==> config.mk <==
export PLATFORM = sky130hd
export DESIGN_NAME = output_port_rr
export DESIGN_NICKNAME = d
export VERILOG_FILES = /design/src/rtl/output_port_rr.sv
export SDC_FILE = /design/constraint.sdc
export NUM_CORES = 1
export LEC_CHECK = 0
export BUFFER_PORTS_ARGS = -buffer_cell sky130_fd_sc_hd__buf_2
export CAP_MARGIN = 25
export CELL_PAD_IN_SITES_DETAIL_PLACEMENT = 1
export CELL_PAD_IN_SITES_GLOBAL_PLACEMENT = 1
export CORE_ASPECT_RATIO = 1.25
export CORE_UTILIZATION = 47
export CTS_BUF_LIST = sky130_fd_sc_hd__clkbuf_4 sky130_fd_sc_hd__clkbuf_8
export DETAILED_ROUTE_END_ITERATION = 6
export PLACE_DENSITY = 0.91
export SETUP_SLACK_MARGIN = 0.4
export SYNTH_ARGS = -nofsm -noshare
export SYNTH_HDL_FRONTEND = slang
export SYNTH_SLANG_ARGS = --single-unit
export TNS_END_PERCENT = 1
==> constraint.sdc <==
create_clock -name clk -period 4.95 [get_ports clk]
set_input_delay 0.7425 -clock clk [delete_from_list [all_inputs] [get_ports clk]]
set_output_delay 0.7425 -clock clk [all_outputs]
set_load 0.01 [all_outputs]
==> src/rtl/output_port_rr.sv <==
// Round-robin wormhole arbiter for one router output link.
// NUM_IN tagged input channels share an output FIFO that feeds the link with valid/ready.
module output_port_rr #(
  parameter int unsigned NUM_IN     = 4,
  parameter int unsigned FLIT_W     = 12,
  parameter int unsigned HDR_W      = 2,
  parameter int unsigned PORT_ADDR  = 1,
  parameter int unsigned FIFO_DEPTH = 4
) (
  input  logic                                 clk,
  input  logic                                 reset,
  input  logic [NUM_IN*(HDR_W+FLIT_W)-1:0]     in_data,
  input  logic [NUM_IN-1:0]                    in_valid,
  input  logic [NUM_IN-1:0]                    in_last,
  output logic [NUM_IN-1:0]                    in_ready,
  output logic [FLIT_W-1:0]                    out_data,
  output logic                                 out_valid,
  input  logic                                 out_ready,
  output logic [$clog2(FIFO_DEPTH):0]          fifo_count,
  output logic                                 busy
);

  localparam int unsigned CH_W  = HDR_W + FLIT_W;
  localparam int unsigned IDX_W = $clog2(NUM_IN);
  localparam int unsigned PTR_W = $clog2(FIFO_DEPTH);
  localparam int unsigned CNT_W = PTR_W + 1;

  typedef enum logic {IDLE, LOCKED} state_t;

  state_t              state_q, state_d;
  logic [IDX_W-1:0]    owner_q, owner_d;
  logic [IDX_W-1:0]    rr_q, rr_d;
  logic [IDX_W-1:0]    winner, sel;
  logic [NUM_IN-1:0]   req;
  logic                any_req;

  logic [FLIT_W-1:0]   mem [FIFO_DEPTH];
  logic [PTR_W-1:0]    wr_ptr_q, rd_ptr_q;
  logic [CNT_W-1:0]    cnt_q, cnt_d;
  logic                wr_en, rd_en, full;
  logic [FLIT_W-1:0]   wr_data;

  always_comb begin
    req = '0;
    for (int unsigned i = 0; i < NUM_IN; i++) begin
      req[i] = in_valid[i] && (in_data[i*CH_W+FLIT_W +: HDR_W] == HDR_W'(PORT_ADDR));
    end
  end

  // First requester at or after rr_q, wrapping modulo NUM_IN.
  always_comb begin
    any_req = 1'b0;
    winner  = '0;
    for (int unsigned k = 0; k < NUM_IN; k++) begin
      int unsigned idx;
      idx = (32'(rr_q) + k) % NUM_IN;
      if (!any_req && req[idx]) begin
        any_req = 1'b1;
        winner  = IDX_W'(idx);
      end
    end
  end

  assign out_valid  = (cnt_q != '0);
  assign rd_en      = out_valid && out_ready;
  // A same-cycle read frees the slot, so a full FIFO can still accept.
  assign full       = (cnt_q == CNT_W'(FIFO_DEPTH)) && !rd_en;
  assign out_data   = out_valid ? mem[rd_ptr_q] : '0;
  assign fifo_count = cnt_q;
  assign busy       = (state_q == LOCKED);
  assign wr_data    = in_data[sel*CH_W +: FLIT_W];

  always_comb begin
    state_d  = state_q;
    owner_d  = owner_q;
    rr_d     = rr_q;
    in_ready = '0;
    wr_en    = 1'b0;
    sel      = owner_q;
    case (state_q)
      IDLE: begin
        sel = winner;
        if (any_req && !full) begin
          wr_en            = 1'b1;
          in_ready[winner] = 1'b1;
          rr_d = (winner == IDX_W'(NUM_IN-1)) ? '0 : winner + 1'b1;
          if (!in_last[winner]) begin
            state_d = LOCKED;
            owner_d = winner;
          end
        end
      end
      LOCKED: begin
        if (in_valid[owner_q] && !full) begin
          wr_en             = 1'b1;
          in_ready[owner_q] = 1'b1;
          if (in_last[owner_q]) state_d = IDLE;
        end
      end
      default: state_d = IDLE;
    endcase
    if (reset) begin
      in_ready = '0;
      wr_en    = 1'b0;
    end
  end

  always_comb begin
    cnt_d = cnt_q;
    case ({wr_en, rd_en})
      2'b10:   cnt_d = cnt_q + CNT_W'(1);
      2'b01:   cnt_d = cnt_q - CNT_W'(1);
      default: cnt_d = cnt_q;
    endcase
  end

  always_ff @(posedge clk) begin
    if (reset) begin
      state_q  <= IDLE;
      owner_q  <= '0;
      rr_q     <= '0;
      wr_ptr_q <= '0;
      rd_ptr_q <= '0;
      cnt_q    <= '0;
    end else begin
      state_q <= state_d;
      owner_q <= owner_d;
      rr_q    <= rr_d;
      cnt_q   <= cnt_d;
      if (wr_en) wr_ptr_q <= wr_ptr_q + 1'b1;
      if (rd_en) rd_ptr_q <= rd_ptr_q + 1'b1;
    end
  end

  always_ff @(posedge clk) begin
    if (wr_en) mem[wr_ptr_q] <= wr_data;
  end

endmodule

==> out/qor.txt <==
Setup Fix Bufs, Post-CTS: 0
Mapped Nets: 318
CP arrival: 2.54 ns
Fillers: 725
CTS Hold Bufs: 0
Number of diodes: 0
GRT Residual Overflow: 0
DIE AREA: 7360 um^2
Yosys warning total: 0
Vias in the first global route: 2,426
Synthesized flop and latch total: 62
Final Max Slew Viols: 0
Clock Latency Late Sink: 0.33 ns
Storage cell area: 1720 um^2
Worst-margin pin slew: 0.863 ns
Fmax: 0.305 GHz
Via-to-Cell Ratio: 5.47
Syn Std Cell Area: 3300 um^2
Port-buffer cells: 87
Via Count: 2,297
Placed inst area: 3760 um^2
Total Nets Final: 405
Hold WC Path Type: flop to flop
List of most frequent post-synthesis cells: edfxtp_1 (48), mux2i_1 (40), nor2_1 (21)
Biggest area consumer among synthesized cells: edfxtp_1
Post-synth top area share: 43.7%
Minimum clock period after layout: 3.28 ns
CP required: 4.21 ns
# clock sinks: 62
GR Util All Layers: 21.8%
Power per cell area: 408 nW/um^2
Fin area: 3970 um^2
FF-to-FF path depth: 12
Chip height: 95.6 um
Setup-failing EPs final: 0
Setup TNS: 0 ns
Num CTS Buffers: 9
Post-synth EDFFs: 48
Core Footprint: 6690 um^2
Crit Path Class: input pin to output port
Final Skew: 0.00708 ns
WL per Instance: 18.3 um
Drt first pass iters: 4
Worst Hold Path Cells: 2
WHS Endpoint: fifo_count[2]
Post-route DRC: 0
Global placement routability congestion: 0.830
CP endpoint kind: output port
Register area share after synthesis: 52.2%
H-tree levels: 3
Leakage: 0.00165 uW
Maximum clock insertion buffer count: 2
DP HPWL: 5.97 mm
Top post-synthesis cells by area: edfxtp_1 (44%), mux2i_1 (12%), mux4_2 (9.6%), dfxtp_1 (8.5%), and2_1 (3.6%)
RSZ-0062 raised after global routing: no
Largest net degree at the start of global routing: 25
Ports: 88
Synth Area per Inst: 13.7 um^2
Reg2Reg Setup Slack: 1.79 ns
CP Launch Type: input pin
Critical R2R Capture: fifo_count[2]
CTS clk-pin slew, worst paths: 0.07 ns
Total Routed Length: 7.67 mm
Area of the multi-input gates: 1450 um^2
Max-cap violations: 0
TritonCTS clock tree: yes
Worst VDD drop: 158 uV
Post-CTS resize count: 0
Worst r2r src: owner_q[1]
Die width: 76.9 um
Primary FF master, synth: edfxtp_1
Layout cells sized above 1: 36.3%
Status: completed
Layout area overhead: 20.3%
Crit-path max FO: 6
Hold slack: 0.552 ns
# rows: 33
Initial antenna violation count: 0
Normalized max-slew margin: 42.5%
PnR Total Power: 1620 uW
Antenna-violating nets left: 0
Fin crit share: 66.3%
Count leader, synth: edfxtp_1
Unique masters post-synth: 42
First-pass GRT wire length: 11.8 mm
Root Driver: clkbuf_8
Fin. Hold Viols: 0
Initial core utilization: 49.3%
HP Start: fifo_count[2]
Post-Syn Instances: 241
FFs w/ async S/R, synth: 0%
First-iteration detailed-routing DRC count: 90
Worst setup path start: in_data[55]
## worst max path at each step
stage                                to  slack [ns]  cells after the start
after floorplan           fifo_count[2]        1.97                     13
after CTS                   in_ready[2]        1.67                      9
final                       in_ready[2]        1.67                      9
after detailed placement      mem[0][6]        1.54                      7
after global placement        mem[0][0]        1.70                      7
after global routing        in_ready[2]        1.47                      9
## final cells by class
type	count	share of cell area [%]
timing repair buffer	88	11.5
multi-input combinational	155	36.6
clock inverter	6	1.32
inverter	12	1.14
sequential	62	43.4
tap	87	2.74
clock buffer	10	3.31
## layer usage
layer,global-route usage (%),routed length (um)
met1,24.4,2940
met2,40.6,4160
met3,3.64,394
met4,10.3,176
met5,0,0
## placed cells by master (no fill, tap or decap), types with 2 or more instances in the layout
master / netlist / final
xnor2_1: 2 / 2
edfxtp_1: 48 / 48
a21oi_1: 5 / 5
buf_2: 3 / 87
nand3_1: 2 / 2
nor2_1: 21 / 21
and2_1: 19 / 19
clkinv_1: 0 / 2
clkbuf_8: 0 / 9
a32oi_1: 4 / 4
mux2i_1: 40 / 40
inv_1: 12 / 12
ha_1: 9 / 9
nand2b_1: 2 / 2
mux4_2: 14 / 14
o21a_1: 3 / 3
xor2_1: 3 / 3
clkinv_2: 0 / 3
dfxtp_1: 14 / 14
nand2_1: 2 / 2
o21ai_0: 3 / 3
or3_1: 2 / 2
nand3b_1: 4 / 4
## stage by stage
| stage | cells | util [%] | setup WS [ns] |
|---|---|---|---|
| 4_1_cts | 419 | 59.0 | 1.67 |
| 6_report | 420 | 59.3 | 1.67 |
| 5_1_grt | 420 | 59.3 | 1.47 |
| 3_5_place_dp | 403 | 56.2 | 1.54 |
| 3_3_place_gp | 403 | 56.2 | 1.70 |
| 2_1_floorplan | 241 | - | 1.97 |
## kinds of logic after synthesis
group | after synthesis | share of synthesized area, %
compound gates | 24 | 5.81
xor+xnor | 5 | 1.33
fa+ha+maj | 10 | 4.02
buf+inv | 24 | 3.76
flops | 62 | 52.2
mux | 55 | 22.4
simple gates | 61 | 10.5
## critical path, stage by stage
cell      delay (ns)
buf_2           0.09
nand3b_1        0.21
o21bai_1        0.25
a211oi_4        0.40
inv_1           0.20
ha_1            0.23
a32oi_1         0.21
nor2_1          0.06
buf_2           0.15
## state kept, by name, summed over array words and instances (netlist names), named ones only
name	cells
rd_ptr_q	2
busy	1
mem	48
owner_q	2
rr_q	2
fifo_count	3
wr_ptr_q	2
## power breakdown
group | leakage, uW | switching, uW | total [uW] | internal, uW
registers | 0.000549 | 59.2 | 686 | 627
clock network | 0.0000983 | 182 | 414 | 232
logic | 0.00100 | 267 | 519 | 252
No activity file was read; power rests on OpenSTA's default activity.
